--- src/rtl/net_measure_ctrl_if.sv ---
// Network-facing signals of the measurement controller: source injections,
// sink receptions with their measure tag, latency and hop count, and the tag enable.
interface net_measure_ctrl_if #(
  parameter int PORTS = 16,
  parameter int LAT_W = 24,
  parameter int HOP_W = 8
);
  logic [PORTS-1:0]       tx_inject;
  logic [PORTS-1:0]       rx_valid;
  logic [PORTS-1:0]       rx_measure;
  logic [PORTS*LAT_W-1:0] rx_latency;
  logic [PORTS*HOP_W-1:0] rx_hops;
  logic                   measure_en;

  modport master (
    output tx_inject, rx_valid, rx_measure, rx_latency, rx_hops,
    input  measure_en
  );

  modport slave (
    input  tx_inject, rx_valid, rx_measure, rx_latency, rx_hops,
    output measure_en
  );
endinterface

--- src/rtl/net_measure_ctrl.sv ---
// Measurement run sequencer: warm-up, measure and drain phases, tagged-packet
// statistics with saturating accumulators, and per-batch latency sums.
module net_measure_ctrl #(
  parameter int PORTS         = 16,
  parameter int LAT_W         = 24,
  parameter int HOP_W         = 8,
  parameter int ACC_W         = 32,
  parameter int WARMUP_PKTS   = 1000,
  parameter int MEASURE_PKTS  = 10000,
  parameter int BATCH         = 50,
  parameter int DRAIN_TIMEOUT = 65535
) (
  input  logic                 clk,
  input  logic                 rst,
  input  logic                 start,
  net_measure_ctrl_if.slave    net,
  output logic [2:0]           phase,
  output logic                 done,
  output logic                 timeout,
  output logic [ACC_W-1:0]     total_in,
  output logic [ACC_W-1:0]     total_out,
  output logic [ACC_W-1:0]     meas_in,
  output logic [ACC_W-1:0]     meas_out,
  output logic [ACC_W-1:0]     lat_sum,
  output logic [ACC_W-1:0]     hop_sum,
  output logic                 batch_strobe,
  output logic [ACC_W-1:0]     batch_lat,
  output logic                 overflow
);

  localparam int CNT_W  = $clog2(PORTS + 1);
  localparam int LSUM_W = LAT_W + CNT_W;
  localparam int HSUM_W = HOP_W + CNT_W;
  localparam int W0     = (ACC_W > LSUM_W) ? ACC_W : LSUM_W;
  localparam int W1     = (W0 > HSUM_W) ? W0 : HSUM_W;
  // Working width: wide enough for any per-cycle sum and for 32-bit thresholds.
  localparam int W      = ((W1 > 32) ? W1 : 32) + 1;
  localparam int BC_W   = $clog2(BATCH + PORTS + 1);
  localparam int DC_W   = $clog2(DRAIN_TIMEOUT + 1);
  localparam logic [ACC_W-1:0] ACC_MAX = {ACC_W{1'b1}};

  typedef enum logic [2:0] {
    PH_IDLE    = 3'd0,
    PH_WARMUP  = 3'd1,
    PH_MEASURE = 3'd2,
    PH_DRAIN   = 3'd3,
    PH_DONE    = 3'd4
  } phase_e;

  function automatic logic [CNT_W-1:0] popcount(input logic [PORTS-1:0] v);
    logic [CNT_W-1:0] c;
    c = {CNT_W{1'b0}};
    for (int i = 0; i < PORTS; i++) begin
      c = c + CNT_W'(v[i]);
    end
    return c;
  endfunction

  // Returns {saturated, clamped sum}; a clamped accumulator stays at its maximum.
  function automatic logic [ACC_W:0] sat_add(input logic [ACC_W-1:0] a, input logic [W-1:0] b);
    logic [W:0] s;
    s = (W+1)'(a) + (W+1)'(b);
    if (s > (W+1)'(ACC_MAX)) begin
      return {1'b1, ACC_MAX};
    end else begin
      return {1'b0, s[ACC_W-1:0]};
    end
  endfunction

  phase_e           phase_r;
  logic             measure_en_r;
  logic             done_r;
  logic             timeout_r;
  logic             overflow_r;
  logic             batch_strobe_r;
  logic [ACC_W-1:0] total_in_r;
  logic [ACC_W-1:0] total_out_r;
  logic [ACC_W-1:0] meas_in_r;
  logic [ACC_W-1:0] meas_out_r;
  logic [ACC_W-1:0] lat_sum_r;
  logic [ACC_W-1:0] hop_sum_r;
  logic [ACC_W-1:0] batch_lat_r;
  logic [ACC_W-1:0] batch_acc_r;
  logic [BC_W-1:0]  batch_cnt_r;
  logic [DC_W-1:0]  drain_cnt_r;

  logic [PORTS-1:0] tagged_s;
  logic [CNT_W-1:0] ni_s;
  logic [CNT_W-1:0] no_s;
  logic [CNT_W-1:0] nm_s;
  logic [W-1:0]     lat_cyc_s;
  logic [W-1:0]     hop_cyc_s;
  logic [ACC_W:0]   tin_sat_s;
  logic [ACC_W:0]   tout_sat_s;
  logic [ACC_W:0]   min_sat_s;
  logic [ACC_W:0]   mout_sat_s;
  logic [ACC_W:0]   lat_sat_s;
  logic [ACC_W:0]   hop_sat_s;
  logic [ACC_W:0]   bacc_sat_s;
  logic [BC_W-1:0]  bsum_s;
  logic [DC_W-1:0]  drain_next_s;
  logic             batch_hit_s;
  logic             warm_hit_s;
  logic             meas_hit_s;
  logic             drain_match_s;
  logic             drain_to_s;
  logic             ovf_s;

  // Per-cycle counts, tagged sums, saturated next values and phase-exit conditions.
  always_comb begin
    tagged_s  = net.rx_valid & net.rx_measure;
    ni_s      = popcount(net.tx_inject);
    no_s      = popcount(net.rx_valid);
    nm_s      = popcount(tagged_s);
    lat_cyc_s = {W{1'b0}};
    hop_cyc_s = {W{1'b0}};
    for (int k = 0; k < PORTS; k++) begin
      lat_cyc_s = lat_cyc_s + (tagged_s[k] ? W'(net.rx_latency[k*LAT_W +: LAT_W]) : {W{1'b0}});
      hop_cyc_s = hop_cyc_s + (tagged_s[k] ? W'(net.rx_hops[k*HOP_W +: HOP_W]) : {W{1'b0}});
    end
    tin_sat_s     = sat_add(total_in_r, W'(ni_s));
    tout_sat_s    = sat_add(total_out_r, W'(no_s));
    min_sat_s     = sat_add(meas_in_r, W'(ni_s));
    mout_sat_s    = sat_add(meas_out_r, W'(nm_s));
    lat_sat_s     = sat_add(lat_sum_r, lat_cyc_s);
    hop_sat_s     = sat_add(hop_sum_r, hop_cyc_s);
    bacc_sat_s    = sat_add(batch_acc_r, lat_cyc_s);
    bsum_s        = batch_cnt_r + BC_W'(nm_s);
    batch_hit_s   = (bsum_s >= BC_W'(BATCH));
    warm_hit_s    = ((W'(total_in_r) + W'(ni_s)) >= W'(WARMUP_PKTS));
    meas_hit_s    = ((W'(meas_in_r) + W'(ni_s)) >= W'(MEASURE_PKTS));
    drain_match_s = ((W'(meas_out_r) + W'(nm_s)) == W'(meas_in_r));
    drain_next_s  = drain_cnt_r + DC_W'(1);
    drain_to_s    = (drain_next_s >= DC_W'(DRAIN_TIMEOUT));
    ovf_s = tin_sat_s[ACC_W] | tout_sat_s[ACC_W] | mout_sat_s[ACC_W] | lat_sat_s[ACC_W]
          | hop_sat_s[ACC_W] | bacc_sat_s[ACC_W]
          | ((phase_r == PH_MEASURE) & min_sat_s[ACC_W]);
  end

  // Run sequencer with all statistics registers; counters only move in active phases.
  always_ff @(posedge clk) begin
    if (rst) begin
      phase_r        <= PH_IDLE;
      measure_en_r   <= 1'b0;
      done_r         <= 1'b0;
      timeout_r      <= 1'b0;
      overflow_r     <= 1'b0;
      batch_strobe_r <= 1'b0;
      total_in_r     <= {ACC_W{1'b0}};
      total_out_r    <= {ACC_W{1'b0}};
      meas_in_r      <= {ACC_W{1'b0}};
      meas_out_r     <= {ACC_W{1'b0}};
      lat_sum_r      <= {ACC_W{1'b0}};
      hop_sum_r      <= {ACC_W{1'b0}};
      batch_lat_r    <= {ACC_W{1'b0}};
      batch_acc_r    <= {ACC_W{1'b0}};
      batch_cnt_r    <= {BC_W{1'b0}};
      drain_cnt_r    <= {DC_W{1'b0}};
    end else begin
      case (phase_r)
        PH_IDLE, PH_DONE: begin
          batch_strobe_r <= 1'b0;
          if (start) begin
            phase_r      <= PH_WARMUP;
            measure_en_r <= 1'b0;
            done_r       <= 1'b0;
            timeout_r    <= 1'b0;
            overflow_r   <= 1'b0;
            total_in_r   <= {ACC_W{1'b0}};
            total_out_r  <= {ACC_W{1'b0}};
            meas_in_r    <= {ACC_W{1'b0}};
            meas_out_r   <= {ACC_W{1'b0}};
            lat_sum_r    <= {ACC_W{1'b0}};
            hop_sum_r    <= {ACC_W{1'b0}};
            batch_lat_r  <= {ACC_W{1'b0}};
            batch_acc_r  <= {ACC_W{1'b0}};
            batch_cnt_r  <= {BC_W{1'b0}};
            drain_cnt_r  <= {DC_W{1'b0}};
          end
        end
        PH_WARMUP, PH_MEASURE, PH_DRAIN: begin
          total_in_r  <= tin_sat_s[ACC_W-1:0];
          total_out_r <= tout_sat_s[ACC_W-1:0];
          meas_out_r  <= mout_sat_s[ACC_W-1:0];
          lat_sum_r   <= lat_sat_s[ACC_W-1:0];
          hop_sum_r   <= hop_sat_s[ACC_W-1:0];
          overflow_r  <= overflow_r | ovf_s;
          // The whole crossing cycle belongs to the completing batch.
          if (batch_hit_s) begin
            batch_strobe_r <= 1'b1;
            batch_lat_r    <= bacc_sat_s[ACC_W-1:0];
            batch_cnt_r    <= bsum_s - BC_W'(BATCH);
            batch_acc_r    <= {ACC_W{1'b0}};
          end else begin
            batch_strobe_r <= 1'b0;
            batch_cnt_r    <= bsum_s;
            batch_acc_r    <= bacc_sat_s[ACC_W-1:0];
          end
          case (phase_r)
            PH_WARMUP: begin
              if (warm_hit_s) begin
                phase_r      <= PH_MEASURE;
                measure_en_r <= 1'b1;
              end
            end
            PH_MEASURE: begin
              meas_in_r <= min_sat_s[ACC_W-1:0];
              if (meas_hit_s) begin
                phase_r      <= PH_DRAIN;
                measure_en_r <= 1'b0;
              end
            end
            PH_DRAIN: begin
              drain_cnt_r <= drain_next_s;
              // Completion wins over a simultaneous timeout; the residual batch is dropped.
              if (drain_match_s || drain_to_s) begin
                phase_r     <= PH_DONE;
                done_r      <= 1'b1;
                timeout_r   <= ~drain_match_s;
                batch_cnt_r <= {BC_W{1'b0}};
                batch_acc_r <= {ACC_W{1'b0}};
              end
            end
            default: phase_r <= PH_IDLE;
          endcase
        end
        default: begin
          phase_r        <= PH_IDLE;
          measure_en_r   <= 1'b0;
          batch_strobe_r <= 1'b0;
        end
      endcase
    end
  end

  assign net.measure_en = measure_en_r;
  assign phase          = phase_r;
  assign done           = done_r;
  assign timeout        = timeout_r;
  assign overflow       = overflow_r;
  assign total_in       = total_in_r;
  assign total_out      = total_out_r;
  assign meas_in        = meas_in_r;
  assign meas_out       = meas_out_r;
  assign lat_sum        = lat_sum_r;
  assign hop_sum        = hop_sum_r;
  assign batch_strobe   = batch_strobe_r;
  assign batch_lat      = batch_lat_r;

endmodule
--- src/flat_wrapper.sv ---
// flat-port wrapper written by rule: the top's interface ports become plain ports
module net_measure_ctrl_flat 
#(
  parameter int PORTS         = 16,
  parameter int LAT_W         = 24,
  parameter int HOP_W         = 8,
  parameter int ACC_W         = 32,
  parameter int WARMUP_PKTS   = 1000,
  parameter int MEASURE_PKTS  = 10000,
  parameter int BATCH         = 50,
  parameter int DRAIN_TIMEOUT = 65535
)
  (clk, rst, start, phase, done, timeout, total_in, total_out, meas_in, meas_out, lat_sum, hop_sum, batch_strobe, batch_lat, overflow, net_tx_inject, net_rx_valid, net_rx_measure, net_rx_latency, net_rx_hops, net_measure_en);
  net_measure_ctrl_if #(.PORTS(PORTS), .LAT_W(LAT_W), .HOP_W(HOP_W)) net_i ();
  input  logic clk;
  input  logic rst;
  input  logic start;
  output logic [2:0] phase;
  output logic done;
  output logic timeout;
  output logic [ACC_W-1:0] total_in;
  output logic [ACC_W-1:0] total_out;
  output logic [ACC_W-1:0] meas_in;
  output logic [ACC_W-1:0] meas_out;
  output logic [ACC_W-1:0] lat_sum;
  output logic [ACC_W-1:0] hop_sum;
  output logic batch_strobe;
  output logic [ACC_W-1:0] batch_lat;
  output logic overflow;
  input wire logic [$bits(net_i.tx_inject)-1:0] net_tx_inject;
  input wire logic [$bits(net_i.rx_valid)-1:0] net_rx_valid;
  input wire logic [$bits(net_i.rx_measure)-1:0] net_rx_measure;
  input wire logic [$bits(net_i.rx_latency)-1:0] net_rx_latency;
  input wire logic [$bits(net_i.rx_hops)-1:0] net_rx_hops;
  output wire logic [$bits(net_i.measure_en)-1:0] net_measure_en;
  assign net_i.tx_inject = net_tx_inject;
  assign net_i.rx_valid = net_rx_valid;
  assign net_i.rx_measure = net_rx_measure;
  assign net_i.rx_latency = net_rx_latency;
  assign net_i.rx_hops = net_rx_hops;
  assign net_measure_en = net_i.measure_en;
  net_measure_ctrl #(.PORTS(PORTS), .LAT_W(LAT_W), .HOP_W(HOP_W), .ACC_W(ACC_W), .WARMUP_PKTS(WARMUP_PKTS), .MEASURE_PKTS(MEASURE_PKTS), .BATCH(BATCH), .DRAIN_TIMEOUT(DRAIN_TIMEOUT)) u_core (.clk(clk), .rst(rst), .start(start), .net(net_i), .phase(phase), .done(done), .timeout(timeout), .total_in(total_in), .total_out(total_out), .meas_in(meas_in), .meas_out(meas_out), .lat_sum(lat_sum), .hop_sum(hop_sum), .batch_strobe(batch_strobe), .batch_lat(batch_lat), .overflow(overflow));
endmodule
--- config.mk ---
export PLATFORM = sky130hd
export DESIGN_NAME = net_measure_ctrl_flat
export DESIGN_NICKNAME = d
export VERILOG_FILES = /design/src/rtl/net_measure_ctrl_if.sv /design/src/rtl/net_measure_ctrl.sv /design/src/flat_wrapper.sv
export SDC_FILE = /design/constraint.sdc
export NUM_CORES = 2
export LEC_CHECK = 0
export ABC_CLOCK_PERIOD_IN_PS = 26800
export BUFFER_PORTS_ARGS = -buffer_cell sky130_fd_sc_hd__buf_4
export CAP_MARGIN = 20
export CORE_AREA = 2 2 306 308
export CTS_CLUSTER_SIZE = 16
export DETAILED_ROUTE_END_ITERATION = 8
export DIE_AREA = 0 0 308 310
export PLACE_DENSITY = 0.63
export SYNTH_ARGS = -nofsm -noshare
export SYNTH_HDL_FRONTEND = slang
export SYNTH_SLANG_ARGS = --single-unit
--- constraint.sdc ---
create_clock -name clk -period 26.8 [get_ports clk]
set_input_delay 2.68 -clock clk [delete_from_list [all_inputs] [get_ports clk]]
set_output_delay 2.68 -clock clk [all_outputs]
set_load 0.02 [all_outputs]
==> key figures <==
Detailed routing
  • DR pass1 iterations: 6
  • Residual DRC: 0
  • Total vias in the final route: approximately 35000
  • DR iter-0 viols: 2788
  • DRT antenna net count: 0
  • Met2 WL: 74500 microns
  • Vias per std cell: 5.55
  • DRT Wirelength: 161000 microns
  • Top sig layer: met5
  • Met3 Wirelength: ~13000 microns
  • Wl on met1: roughly 62000 microns
  • WL/cell: 25.6 microns

GRT
  • Global-route wire length before repair: ~230000 microns
  • Pin count of the biggest net entering global routing: 90
  • Total track usage: 33.1%
  • Initial antenna violation count: 57
  • Vias in the first global route: between 30000 and 40000
  • Congestion Overflow GR: 0

Setup path
  • CP bufs+invs: 4
  • Crit-path max FO: 29
  • CP dominant cell by count: fa_1
  • Largest delay share family, worst path: adder cells
  • CP arrival: 12.66 ns
  • Crit-path max cell delay: between 0.7 and 0.8 ns
  • Worst Setup End Kind: flip-flop
  • Critical path required time: 27.24 ns
  • WS Path Type: input port to flip-flop
  • Cell with the largest stage delay on the worst path: and2_1
  • Startpoint Class: input port

Layout
  • Syn-to-layout area delta: 23.3%
  • Share of cells above drive strength 1: 18.5%
  • Fill cell count: 9176
  • Area of the multi-input gates: 26600 sq um
  • Final design utilization: 47.0%
  • Reg area: 5750 sq um
  • Non-Filler Instances: 6311
  • Nets: 6260

Outcome
  • Status: complete, no violations

Placement
  • DP Cell Count: 6204
  • DP HPWL: between 100000 and 150000 microns
  • PortBufs: 794
  • RePlAce Congestion: 1.06

Power and ir drop
  • Power Dens Cells: 138 nW/um^2
  • P_leak: 0.0206 uW
  • Max rail drop VDD: 118 uV

STA
  • Min Tclk post-route: roughly 12 ns
  • Clk_skew: approximately 0.019 ns
  • Final hold vios: 0
  • Rel. slew slack: 27.7%
  • Final Setup Violations: 0
  • Part of the cycle the worst path needs: about 46%
  • Unrepaired setup endpoints after global routing: false
  • Post-Route Hold Slack: 0.456 ns
  • Fmax: 81.9 MHz
  • Post-route setup TNS: 0 ns
  • Worst slew pin tran: between 1 and 1.5 ns
  • Slew Viols, Final: 0

Floorplanning
  • Initial Utilization: a little under two fifths
  • Die area: 95500 sq um
  • Top-level I/O count: 795
  • Core area: 92500 sq um
  • Die Y: 310 microns
  • Die X: 308 microns
  • FP Rows: 112

Synth
  • Area leader, netlist: fa_1
  • Sequential share of the synthesized area: 16.3%
  • Mean Syn Cell Area: approximately 8.0 sq um
  • Main synth FF type: dfxtp_1
  • Post-synth ARST share: 0%
  • Post-synth cell types: 84
  • Synth Register Bits: 287
  • Post-synth EDFFs: 0
  • Cells after Synth: about 4400
  • Synth top area share: 27.1%
  • Synthesized area: 35200 sq um
  • Yosys Warn Count: 0
  • Synth area leaders: fa_1 27%, dfxtp_1 16%, nand2_1 7.1%
  • Synthesized Nets: 5612

CTS
  • CTS clk-pin slew, worst paths: 0.06 ns
  • Post-cts sizing count: 0
  • CTS tree: yes
  • Post-CTS Setup Bufs: 0
  • Post-CTS Hold Buffers: 0
  • Num CTS Buffers: 35
  • # H-tree levels: 2
  • Root Buffer: clkbuf_16
  • Worst-Skew Late Latency: 0.53 ns
  • Max clock buf depth: 3
  • Clock Sinks: 287

Job
  • MaxCap Viol Count: 0

Worst hold path
  • Min-delay worst type: flip-flop to flip-flop
-- layout by cell type, fill, tap and decap left out, types with 126 or more instances in the layout --
| cell type | Yosys | final |
|---|---|---|
| nand2_1 | 667 | 666 |
| and3_1 | 189 | 189 |
| inv_1 | 570 | 570 |
| a21oi_1 | 259 | 259 |
| o21ai_0 | 301 | 299 |
| xnor2_1 | 126 | 126 |
| buf_4 | 3 | 829 |
| fa_1 | 478 | 478 |
| dfxtp_1 | 287 | 287 |
| ha_1 | 174 | 174 |
| nor2_1 | 257 | 250 |
-- power by group --
part / internal (uW) / switching, uW / leakage, uW
registers: 482 / 59.2 / 0.00233
logic: 1940 / 3030 / 0.0177
clock network: 290 / 202 / 0.000566
-- routing by layer --
layer / vias up / GRT usage (%)
li1: 15900 / -
met1: 17100 / 40.5
met2: 1558 / 52.7
met3: 348 / 7.27
met4: 16 / 21.9
met5: - / 0
-- cells by family after synthesis --
group                    synth area share [%]
AO/OA/AOI/OAI                            16.1
XOR/XNOR                                 4.76
adder cells (fa/ha/maj)                  33.3
buffers and inverters                    8.51
flip-flops                               16.3
multiplexers                            0.472
AND/OR/NAND/NOR                          20.6
-- metrics by stage --
stage	cell area [sq um]	total power, uW	worst slack [ns]
6_report	43500	6010	14.59
5_1_grt	43500	6590	14.00
4_1_cts	43300	5960	14.39
3_5_place_dp	42200	5420	13.89
3_3_place_gp	42200	5380	14.08
2_1_floorplan	35200	4070	15.70
-- path summary, 6_finish.rpt --
check                            start                     end  slack (ns)  cells past startpoint
setup / recovery       net_rx_valid[5]     u_core.batch_lat[6]       14.59                     32
hold / removal    u_core.batch_lat[25]    u_core.batch_lat[25]        0.46                      2
setup reg to reg    u_core.meas_out[0]  u_core.batch_acc_r[31]       21.84                     14
hold reg to reg   u_core.batch_lat[25]    u_core.batch_lat[25]        0.46                      2
-- area by class of cell --
type	instances	area share (%)
antenna	46	0.265
sequential	287	13.2
clock buffer	50	2.40
clock inverter	10	0.250
multi-input combinational	3320	61.1
inverter	570	4.92
tap	1197	3.44
timing repair buffer	831	14.4
-- synth_stat cells (8+ instances only) --
| library cell | instances |
|---|---|
| and4_1 | 16 |
| o31ai_1 | 9 |
| a22oi_1 | 34 |
| o2111ai_1 | 10 |
| o21a_1 | 27 |
| nor4_1 | 17 |
| or4_1 | 8 |
| dfxtp_1 | 287 |
| fa_1 | 478 |
| a21oi_1 | 259 |
| nand3_1 | 75 |
| a31oi_1 | 41 |
| a22o_1 | 10 |
| or2_2 | 14 |
| nand4_1 | 40 |
| nor2b_1 | 38 |
| o21ai_0 | 301 |
| nand2_1 | 667 |
| nor2_1 | 257 |
| a21o_1 | 59 |
| o21bai_1 | 22 |
| xnor2_1 | 126 |
| a311oi_1 | 39 |
| nand2b_1 | 28 |
| nor3_1 | 100 |
| ha_1 | 174 |
| a2111oi_0 | 8 |
| clkbuf_1 | 197 |
| and2_1 | 40 |
| inv_1 | 570 |
| a211oi_1 | 28 |
| buf_1 | 8 |
| mux2i_1 | 14 |
| or3_1 | 19 |
| xor2_1 | 63 |
| and3_1 | 189 |
-- worst register-to-register path: cells and delay by family (launching register included) --
| kind | cells | cell delay (ns) |
|---|---|---|
| AND/OR/NAND/NOR | 2 | 0.62 |
| adder cells (fa/ha/maj) | 2 | 0.61 |
| flip-flops | 1 | 0.45 |
| XOR/XNOR | 1 | 0.17 |
| buffers and inverters | 2 | 0.44 |
| AO/OA/AOI/OAI | 7 | 2.52 |
-- state kept, by name, summed over array words and instances, names as in the netlist --
name,flops
u_core.net.measure_en,1
u_core.overflow,1
u_core.total_out,32
u_core.hop_sum,32
u_core.phase,3
u_core.timeout,1
u_core.drain_cnt_r,16
u_core.batch_cnt_r,7
u_core.meas_out,32
u_core.batch_strobe,1
u_core.meas_in,32
u_core.lat_sum,32
u_core.total_in,32
u_core.batch_lat,32
u_core.done,1
u_core.batch_acc_r,32
Power figures use the tool's default switching activity.
